**src/rtl/dac_pkg.sv**
```systemverilog
// Shared types and constants for the multi-channel DAC command parser.
// States, reply/command ASCII codes and I2C write-word field layout.
package dac_pkg;

    typedef enum logic [2:0] {
        IDLE,
        GET_CH,
        GET_BITS,
        LOAD,
        WAIT_START,
        WAIT_END,
        REPLY
    } state_t;

    localparam logic [7:0] CMD_V = 8'h56;
    localparam logic [7:0] ACK_K = 8'h4B;
    localparam logic [7:0] ERR_E = 8'h45;
    localparam logic [7:0] ERR_T = 8'h54;

    // I2C write word: channel in the top nibble, left-aligned code below.
    localparam int CH_LSB   = 12;
    localparam int CH_W     = 4;
    localparam int CODE_LSB = 0;
    localparam int CODE_W   = 12;

endpackage

```
**src/rtl/ascii_digit_decode.sv**
```systemverilog
// Combinational ASCII classifier: rx_byte -> is_digit ('0'..'9'),
// is_bit ('0'/'1') and the digit value (0 when not a digit).
module ascii_digit_decode (
    input  logic [7:0] rx_byte,
    output logic       is_digit,
    output logic       is_bit,
    output logic [3:0] value
);

    always_comb begin
        is_digit = (rx_byte >= 8'h30) && (rx_byte <= 8'h39);
        is_bit   = (rx_byte == 8'h30) || (rx_byte == 8'h31);
        value    = 4'd0;
        if (is_digit) begin
            value = rx_byte[3:0];
        end
    end

endmodule

```
**src/rtl/dac_cmd_fsm_multi.sv**
```systemverilog
// UART command parser driving one two-byte I2C DAC write per 'V' command.
// Ports: clk/rst (sync, active high); UART_Rx/UART_DataReady in;
// UART_Tx/UART_TxLoad reply out; I2C addr/data/bytes/r_w/load out;
// I2CBusy/I2CDataReady in; cmd_error sticky error flag out.
module dac_cmd_fsm_multi
    import dac_pkg::*;
#(
    parameter int         CHANNELS       = 4,
    parameter int         DATA_BITS      = 12,
    parameter logic [6:0] DAC_ADDR       = 7'h4C,
    parameter int         TIMEOUT_CYCLES = 1000000
) (
    input  logic        clk,
    input  logic        rst,
    input  logic [7:0]  UART_Rx,
    input  logic        UART_DataReady,
    output logic [7:0]  UART_Tx,
    output logic        UART_TxLoad,
    output logic [6:0]  I2Caddr,
    output logic [15:0] I2Cdata,
    output logic        I2Cbytes,
    output logic        I2Cr_w,
    output logic        I2C_load,
    input  logic        I2CBusy,
    input  logic        I2CDataReady,
    output logic        cmd_error
);

    localparam int SHIFT = CODE_W - DATA_BITS;
    localparam logic [3:0] CNT_FULL = 4'(DATA_BITS);
    // The reply takes two more clocks (REPLY state, then the registered
    // strobe), so the timeout decision is made that much earlier.
    localparam logic [31:0] TO_LAST = 32'(TIMEOUT_CYCLES - 3);

    state_t      state;
    logic [11:0] sreg;
    logic [3:0]  cnt;
    logic [3:0]  chan;
    logic [7:0]  reply;
    logic [31:0] timer;

    logic        d_is_digit;
    logic        d_is_bit;
    logic [3:0]  d_value;
    logic        is_v;
    logic        ch_ok;
    logic        timed_out;
    logic        unused_in;

    ascii_digit_decode u_dec (
        .rx_byte  (UART_Rx),
        .is_digit (d_is_digit),
        .is_bit   (d_is_bit),
        .value    (d_value)
    );

    assign I2Caddr   = DAC_ADDR;
    assign is_v      = (UART_Rx == CMD_V);
    assign ch_ok     = d_is_digit && (int'(d_value) < CHANNELS);
    assign timed_out = (timer == TO_LAST);
    assign unused_in = I2CDataReady;

    always_ff @(posedge clk) begin
        if (rst) begin
            state       <= IDLE;
            UART_Tx     <= 8'd0;
            UART_TxLoad <= 1'b0;
            I2Cdata     <= 16'd0;
            I2Cbytes    <= 1'b1;
            I2Cr_w      <= 1'b0;
            I2C_load    <= 1'b0;
            cmd_error   <= 1'b0;
            sreg        <= 12'd0;
            cnt         <= 4'd0;
            chan        <= 4'd0;
            reply       <= 8'd0;
            timer       <= 32'd0;
        end else begin
            I2C_load    <= 1'b0;
            UART_TxLoad <= 1'b0;
            I2Cbytes    <= 1'b1;
            I2Cr_w      <= 1'b0;
            timer       <= timer + 32'd1;
            unique case (state)
                IDLE: begin
                    timer <= 32'd0;
                    if (UART_DataReady && is_v) begin
                        state <= GET_CH;
                    end
                end
                GET_CH: begin
                    if (UART_DataReady) begin
                        timer <= 32'd0;
                        if (is_v) begin
                            state <= GET_CH;
                        end else if (ch_ok) begin
                            chan  <= d_value;
                            cnt   <= 4'd0;
                            sreg  <= 12'd0;
                            state <= GET_BITS;
                        end else begin
                            reply <= ERR_E;
                            state <= REPLY;
                        end
                    end else if (timed_out) begin
                        reply <= ERR_T;
                        state <= REPLY;
                    end
                end
                GET_BITS: begin
                    if (cnt == CNT_FULL) begin
                        // Data is registered on the way into LOAD so the
                        // strobe and the word appear together.
                        I2Cdata  <= {chan, 12'(sreg << SHIFT)};
                        I2C_load <= 1'b1;
                        timer    <= 32'd0;
                        state    <= LOAD;
                    end else if (UART_DataReady) begin
                        timer <= 32'd0;
                        if (is_v) begin
                            state <= GET_CH;
                        end else if (d_is_bit) begin
                            sreg <= {sreg[10:0], UART_Rx[0]};
                            cnt  <= cnt + 4'd1;
                        end else begin
                            reply <= ERR_E;
                            state <= REPLY;
                        end
                    end else if (timed_out) begin
                        reply <= ERR_T;
                        state <= REPLY;
                    end
                end
                LOAD: begin
                    timer <= 32'd0;
                    state <= WAIT_START;
                end
                WAIT_START: begin
                    if (I2CBusy) begin
                        timer <= 32'd0;
                        state <= WAIT_END;
                    end else if (timed_out) begin
                        reply <= ERR_T;
                        state <= REPLY;
                    end
                end
                WAIT_END: begin
                    if (!I2CBusy) begin
                        reply <= ACK_K;
                        state <= REPLY;
                    end else if (timed_out) begin
                        reply <= ERR_T;
                        state <= REPLY;
                    end
                end
                REPLY: begin
                    UART_Tx     <= reply;
                    UART_TxLoad <= 1'b1;
                    cmd_error   <= (reply != ACK_K);
                    timer       <= 32'd0;
                    state       <= IDLE;
                end
                default: begin
                    state <= IDLE;
                end
            endcase
        end
    end

endmodule

```
**config.mk**
```make
export PLATFORM = sky130hd
export DESIGN_NAME = dac_cmd_fsm_multi
export DESIGN_NICKNAME = d
export VERILOG_FILES = /design/src/rtl/dac_pkg.sv /design/src/rtl/ascii_digit_decode.sv /design/src/rtl/dac_cmd_fsm_multi.sv
export SDC_FILE = /design/constraint.sdc
export NUM_CORES = 1
export LEC_CHECK = 0
export ABC_CLOCK_PERIOD_IN_PS = 5350
export BUFFER_PORTS_ARGS = -buffer_cell sky130_fd_sc_hd__buf_2
export CAP_MARGIN = 10
export CORE_MARGIN = 5
export CORE_UTILIZATION = 52
export DETAILED_ROUTE_END_ITERATION = 10
export PLACE_DENSITY = 0.8
export SKIP_LAST_GASP = 1
export SYNTH_ARGS = -nofsm -noshare
export SYNTH_HDL_FRONTEND = slang
export SYNTH_SLANG_ARGS = --single-unit
```
**constraint.sdc**
```tcl
create_clock -name clk -period 5.35 [get_ports clk]
set_clock_uncertainty 0.15 [all_clocks]
set_input_delay 0.2675 -clock clk [delete_from_list [all_inputs] [get_ports clk]]
set_output_delay 0.2675 -clock clk [all_outputs]
set_load 0.01 [all_outputs]
```
==> flow_summary.ini, run 1 <==
[outcome]
outcome = complete, no violations

[worst_setup_path]
critPathMaxFanout = 18
endpoint_kind = flop
critPathCapture = reply[4]
r2r_setup_slack_ns = 2.78
rr_startpoint = cnt[0]
critPathArrivalTime_ns = 2.68
r2r-end = reply[4]
start_kind = flop
worstPathRequired_ns = 5.46
crit_type = reg2reg
cp-startpoint = cnt[0]
worst_r2r_path_depth = 7

[cells_and_area]
final_util_pct = 56.84
area_delta_synth_final_pct = 7.488
nets = 524
antenna_cells = 0
fill_cells = 717
drive_above_1_share_pct = 11.91

[placed_design]
hpwl_mm = 5.715
portBuffers = 38
place_congestion = 0.9841

[power_and_ir_drop]
p_leak_uw = 0.001540
p_comb_share_pct = 2.3
clock_power_share_pct = 37.6
ir_drop_mv = 0.1358
seqPwrFrac_pct = 60.0
switching_power_uw = 265.9
powerDensity_nw_per_um2 = 256.6
p_int_uw = 849.6
swShare_pct = 23.83

[cts]
cts_num_sinks = 90
cts_buffers = 9
cts_hold_buf = 0
htreeDepth = 3
cts_root_buf = clkbuf_8
cts.path.max_buffers = 2
clock_latency_ns = 0.36
clk_pin_slew_worst_paths_ns = 0.09
postCtsSetupBuffers = 0
cts_resized = 0
tritoncts = done

[logic_synthesis]
ys_seq_area_share_pct = 44.55
ys_warn_count = 0
async_flop_share_pct = 0
avgSynthCellArea_sq_um = 8.287
synth_edf_count = 0
synth_area_sq_um = 4044
ys_ff_latch = 90
synthCells = 488
synth_top_cell_by_area = dfxtp_1
synth_flop_cell = dfxtp_1
synth_cell_types = 53
synth_area_leaders = dfxtp_1, nand2_1, nor2_1, xnor2_1, a21oi_1
synth.top_cell.area_share_pct = 44.55

[sta]
maxSlewViolCount = 0
post-route-min-period_ns = 2.572
rsz0062_at_grt = no
tns_ns = 0
timing.final.crit_share_pct = 48.08
setup_violations = 0
tightest_slew_ns = 0.9941
hold_viol_final = 0
maxSlewHeadroom_pct = 33.56
max_freq_mhz = 388.8

[drt]
final_antenna_net_count = 0
vias = 3321
drc = 0
dr.pass1.iters = 5
drt-vias-per-instance = 5.409
routed_wl_mm = 8.110
wire_per_inst_um = 13.21
first_iter_violations = 98

[worst_hold_path]
hold_path_class = in2reg

[global_route]
track_usage_pct = 17.37
grt_pass1_vias = 3196
grt_max_degree = 40
overflow = 0
antenna_found_initial = 0
grt_pass1_wl_mm = 14.10

[run]
cap_violations = 0

[die]
dieArea_sq_um = 9640
start_util_pct = 52.88
core_area_sq_um = 7647
die_h_um = 98.19
die_w_um = 98.19
io_pins = 49
rows = 32
==> power groups by stage <==
stage | registers (uW) | clock network [uW] | logic [uW]
6_report | 670 | 420 | 26.1
5_1_grt | 670 | 464 | 29.0
4_1_cts | 670 | 432 | 25.9
3_5_place_dp | 686 | 0 | 25.7
3_3_place_gp | 686 | 0 | 25.5
2_1_floorplan | 685 | 0 | 22.1
==> cell usage after synthesis, drive strengths merged, types with 9 or more instances <==
| cell type | n |
|---|---|
| a21oi | 39 |
| buf | 24 |
| clkbuf | 13 |
| dfxtp | 90 |
| inv | 14 |
| nand2 | 77 |
| nand3 | 22 |
| nand4 | 9 |
| nor2 | 64 |
| nor3 | 15 |
| nor4 | 10 |
| xnor2 | 26 |
==> logic make-up after synthesis <==
| family | count (synthesis) | synth area share, % |
|---|---|---|
| XOR/XNOR | 33 | 7.147 |
| other | 2 | 0.1857 |
| AO/OA/AOI/OAI | 66 | 10.02 |
| multiplexers | 7 | 1.733 |
| AND/OR/NAND/NOR | 235 | 28.43 |
| flip-flops | 90 | 44.55 |
| buffers and inverters | 51 | 6.683 |
| adder cells (fa/ha/maj) | 4 | 1.238 |
==> layout make-up <==
class	count	area [sq um]	share of cell area [%]
clock inverter	6	48.80	1.123
tap	102	127.6	2.936
inverter	14	52.55	1.209
multi-input combinational	354	1998	45.97
clock buffer	10	127.6	2.936
timing repair buffer	38	190.2	4.375
sequential	90	1802	41.45
==> how the worst min path moves through the flow <==
stage / from / end / slack [ns] / cells after the start
2_1_floorplan: UART_Rx[0] / sreg[0] / 0.26 / 2
3_3_place_gp: I2Cdata[14] / I2Cdata[14] / 0.29 / 2
3_5_place_dp: I2Cdata[14] / I2Cdata[14] / 0.29 / 2
4_1_cts: UART_Rx[0] / sreg[0] / 0.03 / 3
5_1_grt: UART_Rx[0] / sreg[0] / 0.06 / 3
6_report: UART_Rx[0] / sreg[0] / 0.05 / 3
==> cells in the final DEF, fill, tap and decap left out, types with 8 or more instances in the layout <==
cell type	instances
nand2_1	77
clkbuf_8	9
nand4_1	8
conb_1	9
inv_1	14
nor2_1	64
nor3_1	15
nand3_1	22
a21oi_1	39
xnor2_1	26
nor4_1	9
dfxtp_1	90
buf_2	38
==> through the flow <==
stage,total power [uW],hold WS [ns],cell area (sq um),cells,worst slack (ns)
global route,1163,0.05627,4347,614,2.560
global placement,711.1,0.2901,4170,598,2.860
CTS,1128,0.02975,4347,614,2.764
detailed placement,711.3,0.2932,4170,598,2.762
finish,1116,0.04752,4347,614,2.778
floorplan,707.4,0.2571,4070,495,3.374
==> critical path, stage by stage (launching register included) <==
cell and delay (ns):
dfxtp_1 0.39, inv_1 0.08, ha_1 0.22, and3_1 0.20, nand2_1 0.47, o211ai_1 0.36
or3_1 0.48, o211a_1 0.14
==> sequential cells by signal (all words and copies together), names as in the netlist, 3 cells and up <==
register,count
timer,32
I2Cdata,16
sreg,12
UART_Tx,8
reply,8
chan,4
cnt,4
state,3
==> routing by layer <==
metal / part of all wire [%] / wire length, um / global-route usage, % / up-vias
met3: 6.4 / 523 / 3.429 / 15
li1: - / - / - / 1679
met4: 2.0 / 164 / 7.983 / 0
met2: 49 / 3944 / 29.84 / 112
met5: 0 / 0 / 0 / -
met1: 43 / 3478 / 20.92 / 1515
No activity file was read; power rests on OpenSTA's default activity.
==> run 2, diff against run 1 <==
- ABC_CLOCK_PERIOD_IN_PS: 5350 -> 2400
- clock period: 5.35 -> 2.4 ns (I/O delays scaled with it)
==> flow_summary.ini, run 2 (same netlist as run 1, synthesis figures left out) <==
[cts]
cts.path.max_buffers = 2
postCtsSetupBuffers = 0
cts_num_sinks = 90
htreeDepth = 3
clk_pin_slew_worst_paths_ns = 0.09
cts_root_buf = clkbuf_8
clock_latency_ns = 0.36
tritoncts = done
cts_buffers = 9

[worst_setup_path]
critPathMaxFanout = 6
crit_type = reg2reg
start_kind = flop
endpoint_kind = flop
critPathArrivalTime_ns = 2.30
worst_r2r_path_depth = 6
r2r_setup_slack_ns = 0.20
rr_startpoint = timer[0]
r2r-end = reply[1]
worstPathRequired_ns = 2.49

[placed_design]
placed_area_sq_um = 4230
portBuffers = 38
place_congestion = 0.8940
post-place-ws_ns = 0.1859
hpwl_mm = 5.745

[worst_hold_path]
holdCritStartpoint = UART_Rx[5]
worstHoldEndpoint = chan[1]
hold_path_class = in2reg
hold_depth = 4

[drt]
drc = 0
dr.pass1.iters = 4
first_iter_violations = 115
wire_per_inst_um = 12.97
final_antenna_net_count = 0
routed_wl_mm = 8.068
drt-vias-per-instance = 5.326
vias = 3313

[sta]
setup_ws_ns = 0.1953
maxSlewViolCount = 0
tns_ns = 0
hold_viol_final = 0
setup_violations = 0
holdWs_ns = 0.04515
post-route-min-period_ns = 2.205
max_freq_mhz = 453.6
tightest_slew_ns = 0.5817
timing.final.crit_share_pct = 91.86
maxSlewHeadroom_pct = 60.69
rsz0062_at_grt = no

[power_and_ir_drop]
powerDensity_nw_per_um2 = 582.0
p_leak_uw = 0.001598
ir_drop_mv = 0.3466

[die]
io_pins = 49
start_util_pct = 52.88
rows = 32
die_w_um = 98.19
core_area_sq_um = 7647
dieArea_sq_um = 9640
die_h_um = 98.19

[global_route]
track_usage_pct = 17.52
overflow = 0
antenna_found_initial = 0
grt_pass1_vias = 3189
grt_pass1_wl_mm = 14.27
grt_max_degree = 39

[run]
cap_violations = 0

[cells_and_area]
antenna_cells = 0
final_common_cell = dfxtp_1
top_regs = timer (32), I2Cdata (16), sreg (12)
drive_above_1_share_pct = 13.46
nets = 533
postLayoutCellArea_sq_um = 4439
area_delta_synth_final_pct = 9.777
largest_register = timer
final_cell_mix = dfxtp_1, nand2_1, nor2_1
largest_reg_flops = 32

[outcome]
outcome = complete, no violations
-- run 2: report_power, final --
part / internal [uW] / switching, uW
clock: 488 / 540
combinational: 18.4 / 43.7
sequential: 1490 / 0.898
-- run 2: per-layer routing --
metal,up-vias,part of all wire [%],track usage (%)
met5,-,0,0
met4,0,0.95,5.987
met3,7,6.0,4.429
met2,83,49,29.42
met1,1527,44,21.93
li1,1696,-,-
-- run 2: worst max path at each step --
stage / cells past startpoint / start / endpoint / slack (ns)
final: 6 / timer[0] / reply[1] / 0.20
after global routing: 6 / timer[0] / reply[1] / 0.02
after CTS: 6 / timer[0] / reply[1] / 0.18
after detailed placement: 6 / timer[0] / reply[1] / 0.19
after global placement: 6 / timer[0] / reply[3] / 0.25
after floorplan: 7 / timer[0] / reply[1] / 0.42
-- run 2: per-stage QoR --
step	cells	util [%]	power, uW
detailed placement	606	55.32	1588
floorplan	495	-	1577
CTS	622	58.02	2622
finish	622	58.05	2584
global route	622	58.05	2694
global placement	606	55.32	1587
-- run 2: repair_timing --
action	CTS	global route
endpoints found under the hold margin	2	0
hold buffers	1	0
setup endpoints to repair	0	6
resized for setup	0	1
-- run 2: worst max-delay path, stage by stage (launching register included) --
cell and delay [ns]:
dfxtp_1 0.41, ha_1 0.16, nor4b_1 0.22, nand3_1 0.18, or3_1 0.52, a211oi_2 0.32
o21ai_0 0.14
-- run 2: area by class of cell --
| cell class | count | area, sq um |
|---|---|---|
| Clock buffer | 9 | 123.9 |
| Clock inverter | 6 | 72.57 |
| Fill cell | 701 | 3208 |
| Inverter | 14 | 52.55 |
| Multi-Input combinational cell | 354 | 2001 |
| Sequential cell | 90 | 1802 |
| Tap cell | 102 | 127.6 |
| Timing Repair Buffer | 47 | 260.3 |
